`config.mk`:
```
export PLATFORM = sky130hd
export DESIGN_NAME = arith_cmd_sequencer
export DESIGN_NICKNAME = d
export VERILOG_FILES = /design/src/rtl/arith_cmd_sequencer.sv
export SDC_FILE = /design/constraint.sdc
export NUM_CORES = 1
export LEC_CHECK = 0
export BUFFER_PORTS_ARGS = -buffer_cell sky130_fd_sc_hd__buf_2
export CORE_MARGIN = 5
export CORE_UTILIZATION = 40
export DETAILED_ROUTE_END_ITERATION = 12
export PLACE_DENSITY = 0.69
export SYNTH_ARGS = -nofsm -noshare
export SYNTH_HDL_FRONTEND = slang
export SYNTH_SLANG_ARGS = --single-unit
export TNS_END_PERCENT = 30
```
`constraint.sdc`:
```
create_clock -name clk -period 2.9 [get_ports clk]
set_input_delay 0.145 -clock clk [delete_from_list [all_inputs] [get_ports clk]]
set_output_delay 0.145 -clock clk [all_outputs]
set_load 0.02 [all_outputs]
```
`src/rtl/arith_cmd_sequencer.sv`:
```
// arith_cmd_sequencer
// Buffers {op1, op2, op} commands in a small FIFO, drives the external
// combinational arithmetic unit one command at a time from registered
// operands, captures its result/overflow into a valid/ready output port,
// and keeps a saturating count of overflow events.
module arith_cmd_sequencer #(
  parameter int unsigned DEPTH = 4,
  parameter int unsigned CNT_W = 8
) (
  input  logic             clk,
  input  logic             rst,
  input  logic             in_valid,
  output logic             in_ready,
  input  logic [7:0]       in_op1,
  input  logic [7:0]       in_op2,
  input  logic [1:0]       in_op,
  output logic [7:0]       arith_op1,
  output logic [7:0]       arith_op2,
  output logic [1:0]       arith_op,
  input  logic [7:0]       arith_result,
  input  logic             arith_ov,
  output logic             out_valid,
  input  logic             out_ready,
  output logic [7:0]       out_result,
  output logic             out_ov,
  output logic             out_err,
  output logic [CNT_W-1:0] ov_cnt,
  input  logic             ov_clr
);

  localparam int unsigned AW       = (DEPTH > 1) ? $clog2(DEPTH) : 1;
  localparam logic [AW:0] FULL_CNT = (AW+1)'(DEPTH);

  typedef enum logic [1:0] {
    S_IDLE = 2'd0,
    S_EXEC = 2'd1,
    S_HOLD = 2'd2
  } state_t;

  // FIFO storage and bookkeeping
  logic [17:0]      r_mem [DEPTH];
  logic [AW-1:0]    r_wr_ptr;
  logic [AW-1:0]    r_rd_ptr;
  logic [AW:0]      r_count;

  // FSM and registered outputs
  state_t           r_state;
  logic [7:0]       r_arith_op1;
  logic [7:0]       r_arith_op2;
  logic [1:0]       r_arith_op;
  logic             r_out_valid;
  logic [7:0]       r_out_result;
  logic             r_out_ov;
  logic             r_out_err;
  logic [CNT_W-1:0] r_ov_cnt;

  logic             w_push;
  logic             w_pop;
  logic             w_not_empty;
  logic [17:0]      w_head;

  assign in_ready    = (r_count < FULL_CNT);
  assign w_push      = in_valid && in_ready;
  assign w_not_empty = (r_count != '0);
  // A pop happens when the FSM is free to issue: idle, or handing off a result.
  assign w_pop       = w_not_empty &&
                       ((r_state == S_IDLE) || ((r_state == S_HOLD) && out_ready));
  assign w_head      = r_mem[r_rd_ptr];

  assign arith_op1   = r_arith_op1;
  assign arith_op2   = r_arith_op2;
  assign arith_op    = r_arith_op;
  assign out_valid   = r_out_valid;
  assign out_result  = r_out_result;
  assign out_ov      = r_out_ov;
  assign out_err     = r_out_err;
  assign ov_cnt      = r_ov_cnt;

  // Command storage write port (contents need no reset; count gates reads)
  always_ff @(posedge clk) begin
    if (w_push) begin
      r_mem[r_wr_ptr] <= {in_op1, in_op2, in_op};
    end
  end

  // FIFO pointers and occupancy; simultaneous push and pop leave count unchanged
  always_ff @(posedge clk or posedge rst) begin
    if (rst) begin
      r_wr_ptr <= '0;
      r_rd_ptr <= '0;
      r_count  <= '0;
    end else begin
      if (w_push) begin
        r_wr_ptr <= r_wr_ptr + 1'b1;
      end
      if (w_pop) begin
        r_rd_ptr <= r_rd_ptr + 1'b1;
      end
      case ({w_push, w_pop})
        2'b10:   r_count <= r_count + 1'b1;
        2'b01:   r_count <= r_count - 1'b1;
        default: r_count <= r_count;
      endcase
    end
  end

  // Issue/capture FSM with registered unit operands and result port
  always_ff @(posedge clk or posedge rst) begin
    if (rst) begin
      r_state      <= S_IDLE;
      r_arith_op1  <= '0;
      r_arith_op2  <= '0;
      r_arith_op   <= '0;
      r_out_valid  <= 1'b0;
      r_out_result <= '0;
      r_out_ov     <= 1'b0;
      r_out_err    <= 1'b0;
    end else begin
      case (r_state)
        S_IDLE: begin
          if (w_pop) begin
            {r_arith_op1, r_arith_op2, r_arith_op} <= w_head;
            r_state <= S_EXEC;
          end
        end
        S_EXEC: begin
          r_out_result <= arith_result;
          r_out_ov     <= arith_ov;
          r_out_err    <= (r_arith_op == 2'b11);
          r_out_valid  <= 1'b1;
          r_state      <= S_HOLD;
        end
        S_HOLD: begin
          if (out_ready) begin
            r_out_valid <= 1'b0;
            if (w_pop) begin
              {r_arith_op1, r_arith_op2, r_arith_op} <= w_head;
              r_state <= S_EXEC;
            end else begin
              r_state <= S_IDLE;
            end
          end
        end
        default: r_state <= S_IDLE;
      endcase
    end
  end

  // Saturating overflow-event counter; a clear beats a coincident increment
  always_ff @(posedge clk or posedge rst) begin
    if (rst) begin
      r_ov_cnt <= '0;
    end else if (ov_clr) begin
      r_ov_cnt <= '0;
    end else if ((r_state == S_EXEC) && arith_ov && (r_ov_cnt != '1)) begin
      r_ov_cnt <= r_ov_cnt + 1'b1;
    end
  end

endmodule
```
Yosys cells after proc, flatten, opt, wreduce, memory -nomap -nowiden
Memory sizes are Yosys's and may differ from the RTL's.
Cells that the tools add are included.
{ "totals": {"regBits": 46, "inputBits": 32, "wordCells": 62, "memories": 1, "output_inout_bits": 38, "ram_bits": 72} }
{ "mem_list": {"columns": ["memory", "words", "width", "rd", "rd_clocked_by_memory_dff", "wr", "line_no", "rtl"], "rows": [
  ["r_mem", 4, 18, 1, 0, 1, "41", "logic [17:0] r_mem [DEPTH];"]
]} }
{ "op_classes": {"muxes": 20, "order_cmp": 1, "reduce_logical": 15, "n_addsub": 5, "eq_ne": 8} }
{ "op_table": {"columns": ["cell", "n"], "rows": [
  ["8-bit 2-to-1 mux", 6],
  ["8-bit one-hot mux with 2 select lines", 2],
  ["8-bit by 1-bit adder with 8-bit output, second input constant", 1],
  ["2-bit 2-to-1 mux", 4],
  ["8-bit inequality test, second input constant", 1],
  ["2-bit nonzero test", 4],
  ["2-bit equality test, second input constant", 3],
  ["2-bit one-hot mux with 3 select lines", 1],
  ["3-bit one-hot mux with 2 select lines", 1],
  ["2-bit AND reduction", 3],
  ["1-bit logical AND", 5],
  ["2-bit by 1-bit adder with 2-bit output, second input constant", 2],
  ["2-bit by 1-bit equality test with 1-bit output, second input constant", 2],
  ["1-bit 2-to-1 mux", 4],
  ["2-bit inequality test, second input constant", 2],
  ["2-bit one-hot mux with 2 select lines", 1],
  ["3-bit by 1-bit adder with 3-bit output, second input constant", 1],
  ["3-bit < comparator, second input constant", 1],
  ["3-bit nonzero test", 1],
  ["3-bit by 1-bit subtractor with 3-bit output, second input constant", 1],
  ["2-bit zero test", 1],
  ["1-bit one-hot mux with 2 select lines", 1],
  ["1-bit logical OR", 1]
]} }

Logic depth before layout (Yosys ltp)
{ "depth": {"depth_word": 7, "mapped_depth": 9, "ltp_nobuf": 8} }

Least setup slack after synthesis
Ideal clock, no wire load.
{ "synth_timing": {"path_type": "register to register", "startpoint": "register r_count[0]", "endpoint": "register r_count[2]", "t_arrival_ps": 1872, "period_less_slack_ps": 1952, "n_path_buf": 1, "setup_time_ps": 80, "setup_slack_ps": 948, "path_stages_with_launch": 10, "required_time_ps": 2820, "cell_sequence": "dfrtp_1 > nor3_2 > a211oi_4 > buf_6 > ha_1 > inv_1 > fa_1 > xor2_1 > nor2_1 > xnor2_1"} }
{ "synth_via": {"elab_chain_len": 4, "elab_cells_between_ends": 10, "cone_classes": "add/sub: 2; order compare: 1; eq/ne: 2; mux: 1; reduce/logical: 4"} }
{ "synth_rtl": {"columns": ["element", "line_no", "rtl"], "rows": [
  ["start, declared", "44", "logic [AW:0] r_count;"],
  ["start signal, assigned", "100", "2'b10: r_count <= r_count + 1'b1;"],
  ["start signal, assigned", "101", "2'b01: r_count <= r_count - 1'b1;"],
  ["start signal, assigned", "102", "default: r_count <= r_count;"],
  ["3-bit nonzero test *", "64", "assign w_not_empty = (r_count != '0);"],
  ["1-bit logical AND *", "66", "assign w_pop = w_not_empty &&"],
  ["via w_pop", "58", "logic w_pop;"],
  ["2-bit by 1-bit equality test with 1-bit output / 2-bit equality test (equally long branches)", "99", "case ({w_push, w_pop})"],
  ["3-bit one-hot mux with 2 select lines / 2-bit nonzero test (equally long branches)", null, null]
]} }
The timed path passes the listed nets; every way through them passes the cells marked *.
A chain may end at the register's enable or synchronous reset.

Final worst setup path
{ "layout_timing": {"startpoint": "input out_ready", "endpoint": "register r_count[2]"} }
{ "layout_via": {"elab_chain_len": 5, "elab_cells_between_ends": 7, "cone_classes": "eq/ne: 2; mux: 1; reduce/logical: 4"} }
{ "layout_rtl": {"columns": ["element", "line_no", "rtl"], "rows": [
  ["start, declared", "23", "input logic out_ready,"],
  ["1-bit logical AND *", "67", "((r_state == S_IDLE) || ((r_state == S_HOLD) && out_ready));"],
  ["1-bit logical OR *", "67", null],
  ["1-bit logical AND *", "66", null],
  ["2-bit by 1-bit equality test with 1-bit output / 2-bit equality test (equally long branches)", "99", null],
  ["3-bit one-hot mux with 2 select lines / 2-bit nonzero test (equally long branches)", null, null]
]} }
Every way passes the cells marked *; elsewhere a longest branch is shown, timed or not.

==> flow_metrics.env <==
export IMPL_cp_slowest_stage_delay_ps=530
export IMPL_holdWs_ps=-5.36
export IMPL_power_density_nw_per_um2=1090
export IMPL_intPower_mw=4.54
export IMPL_drt_total_wl_um=8820
export IMPL_critPathCaptureType="register"
export IMPL_yosys_area_top_type="edfxtp_1"
export IMPL_grt_max_degree=47
export IMPL_crit_fanout=3
export IMPL_vias_per_cell=4.82
export IMPL_worstRegToRegCells=3
export IMPL_fin_worst_skew_ps=11.9
export IMPL_die_w_um=118
export IMPL_switchingPower_mw=2.06
export IMPL_ys_flop_type="edfxtp_1"
export IMPL_wl_per_cell_um=16.6
export IMPL_drc=0
export IMPL_cp_common_cell="inv_1"
export IMPL_r2r_start="r_count[2]"
export IMPL_drt_first_iter_violations=120
export IMPL_synth_commonest_cells="72 x edfxtp_1, 46 x dfrtp_1, 29 x nand2_1, 18 x mux2_4, 18 x mux4_2"
export IMPL_numClockSinks=118
export IMPL_netlist_area_um2=4690
export IMPL_diodes=0
export IMPL_worst_slack_ps=1050
export IMPL_hold_path_class="input pin to asynchronous set/reset pin"
export IMPL_fin_tns_setup_ps=0
export IMPL_gp_congestion=0.763
export IMPL_critPathKind="input pin to register"
export IMPL_seqCellArea_um2=3310
export IMPL_yosysMostFrequentCell="edfxtp_1"
export IMPL_p_leak_nw=2.51
export IMPL_insertion_delay_ps=400
export IMPL_worst_setup_path_start_kind="input pin"
export IMPL_ys_ff_latch=118
export IMPL_vias=2556
export IMPL_stdcell_count=530
export IMPL_overflow=0
export IMPL_clkPwrFrac_pct=31.1
export IMPL_first_pass_iters=4
export IMPL_synth_top_area_share_pct=46.1
export IMPL_antenna_found_initial=0
export IMPL_cts_clk_slew_worst_paths_ps=60
export IMPL_fmax_mhz=540
export IMPL_pwr_share_comb_pct=30.7
export IMPL_cp_cell_sequence="dlygate4sd3_1, buf_2, inv_1, a211oi_4, ha_1, inv_1, fa_1, xor2_1, nor2_1, xnor2_1"
export IMPL_seq_area_frac_synth_pct=70.7
export IMPL_irDropWorstVdd_mv=0.746
export IMPL_critPathRequiredTime_ps=3220
export IMPL_drv_slew=0
export IMPL_synth_area_leaders="edfxtp_1 46%, dfrtp_1 25%, mux4_2 8.6%"
export IMPL_tightest_slew_ps=1030
export IMPL_seqPwrFrac_pct=38.2
export IMPL_syn_area_per_cell_um2=17.8
export IMPL_rsz0062_at_grt="no"
export IMPL_regToRegSetupSlack_ps=1050
export IMPL_synth_edf_count=72
export IMPL_syn_nets=303
export IMPL_antenna_left=0
export IMPL_dp_cells=471
export IMPL_ys_warn_count=0
export IMPL_period_share_pct=63.9
export IMPL_htreeDepth=4
export IMPL_fill_cells=918
export IMPL_max_slew_margin_pct=31.3
export IMPL_dp_hpwl_um=5230
export IMPL_reg2reg_to="r_mem[0][15]"
export IMPL_finalPower_mw=6.59
export IMPL_final_nets=413
export IMPL_synth_cell_types=34
export IMPL_grt_pass1_vias=2766
export IMPL_syn_inst=264
export IMPL_multi_input_area_um2=1270
export IMPL_dieArea_um2=14000
export IMPL_status="complete, but fails checks"
export IMPL_dpl_worst_slack_ps=1020
export IMPL_worstPathArrival_ps=2180
export IMPL_start_util_pct=40.9
export IMPL_cap_violations=0
export IMPL_slowest_stage="dlygate4sd3_1"
export IMPL_fp_dieH_um=118
export IMPL_grt_pass1_wl_um=14900
export IMPL_clock_path_buffers=2
export IMPL_cts_tree="yes"
export IMPL_hold_violations=5
export IMPL_grt_total_usage_pct=13.6
export IMPL_async_reset_ff_share_pct=39.0
export IMPL_drive_gt1_share_pct=37.7
export IMPL_root_buffer="clkbuf_16"
export IMPL_switching_share_pct=31.2
export IMPL_violations="negative hold slack"
export IMPL_finalCriticalPeriod_ps=1850
export IMPL_rows=39
export IMPL_setup_violations=0
export IMPL_port_buffers=69
export IMPL_areaGrowthSynthToFinish_pct=28.8
export IMPL_coreArea_um2=11500
export IMPL_utilization_pct=52.7
export IMPL_boundaryPins=70
export IMPL_cts_inserted_buffers=17
## cell type report
| class | instances | share of cell area (%) |
|---|---|---|
| Tap cell | 143 | 2.96 |
| Inverter | 9 | 0.559 |
| Clock buffer | 18 | 7.27 |
| Clock inverter | 14 | 2.44 |
| Multi-Input combinational cell | 126 | 21.0 |
| Sequential cell | 118 | 54.8 |
| Timing Repair Buffer | 102 | 10.9 |
## cells by family after synthesis
kind of cell,share of synthesized area [%]
adders and majority gates,2.03
DFF,70.7
AOI/OAI and AO/OA,2.32
and+or+nand+nor,5.58
xor gates and xnor gates,2.05
buffers and inverters,2.32
muxes,15.0
## layer usage
metal / global-route usage, % / part of all wire (%) / vias up
li1: - / - / 1201
met1: 17.3 / 44 / 1284
met2: 21.8 / 50 / 64
met3: 4.73 / 5.0 / 7
met4: 4.80 / 0.65 / 0
met5: 0 / 0 / -
## worst max path at each step
stage	end	slack [ps]	startpoint	cells past startpoint
floorplan	r_count[2]	950	r_count[0]	9
global placement	arith_op2[6]	1120	r_rd_ptr[0]	3
detailed placement	r_mem[0][7]	1020	r_count[2]	3
CTS	r_mem[0][7]	990	r_count[2]	3
global route	r_count[2]	870	r_count[2]	8
finish	r_count[2]	1050	out_ready	10
## critical path, delay by kind of cell
family	cells	cell delay [ps]
XOR/XNOR	2	280
buffers and inverters	4	780
AND/OR/NAND/NOR	1	110
AO/OA/AOI/OAI	1	260
adder cells (fa/ha/maj)	2	590
## through the flow
| step | area (um2) | hold WS [ps] |
|---|---|---|
| finish | 6040 | -5.36 |
| detailed placement | 5180 | 342 |
| global placement | 5180 | 338 |
| floorplan | 4690 | 244 |
| CTS | 6040 | 19.2 |
| global route | 6040 | 49.6 |
## state kept, by name, indices dropped and copies added (netlist names), 2 cells and up
signal / cells
r_mem: 72
r_rd_ptr: 2
r_state: 2
out_result: 8
r_count: 3
ov_cnt: 8
arith_op: 2
arith_op2: 8
r_wr_ptr: 2
arith_op1: 8
## layout by cell type (no fill, tap or decap), drive strengths merged, types with 4 or more instances in the layout
| cell | count |
|---|---|
| clkbuf | 18 |
| and2 | 6 |
| mux2 | 18 |
| ha | 6 |
| xnor2 | 4 |
| dfrtp | 46 |
| clkinvlp | 4 |
| buf | 75 |
| o21ai | 4 |
| mux4 | 18 |
| clkinv | 4 |
| inv | 13 |
| edfxtp | 72 |
| nor2 | 8 |
| dlygate4sd3 | 27 |
| xor2 | 7 |
| nand2 | 29 |
## power by group through the flow
stage	sequential [mW]	combinational, mW	clock, mW
3_3_place_gp	2.53	1.99	0
6_report	2.52	2.03	2.05
2_1_floorplan	2.69	1.37	0
4_1_cts	2.52	2.08	2.10
3_5_place_dp	2.54	2.05	0
5_1_grt	2.57	2.22	2.18
## what timing repair did
action / in CTS / in global routing
endpoints found under the hold margin: 81 / 0
hold buffers: 27 / 0
resized for setup: 0 / 0
setup buffers: 0 / 0
(Power assumes the default switching activity.)
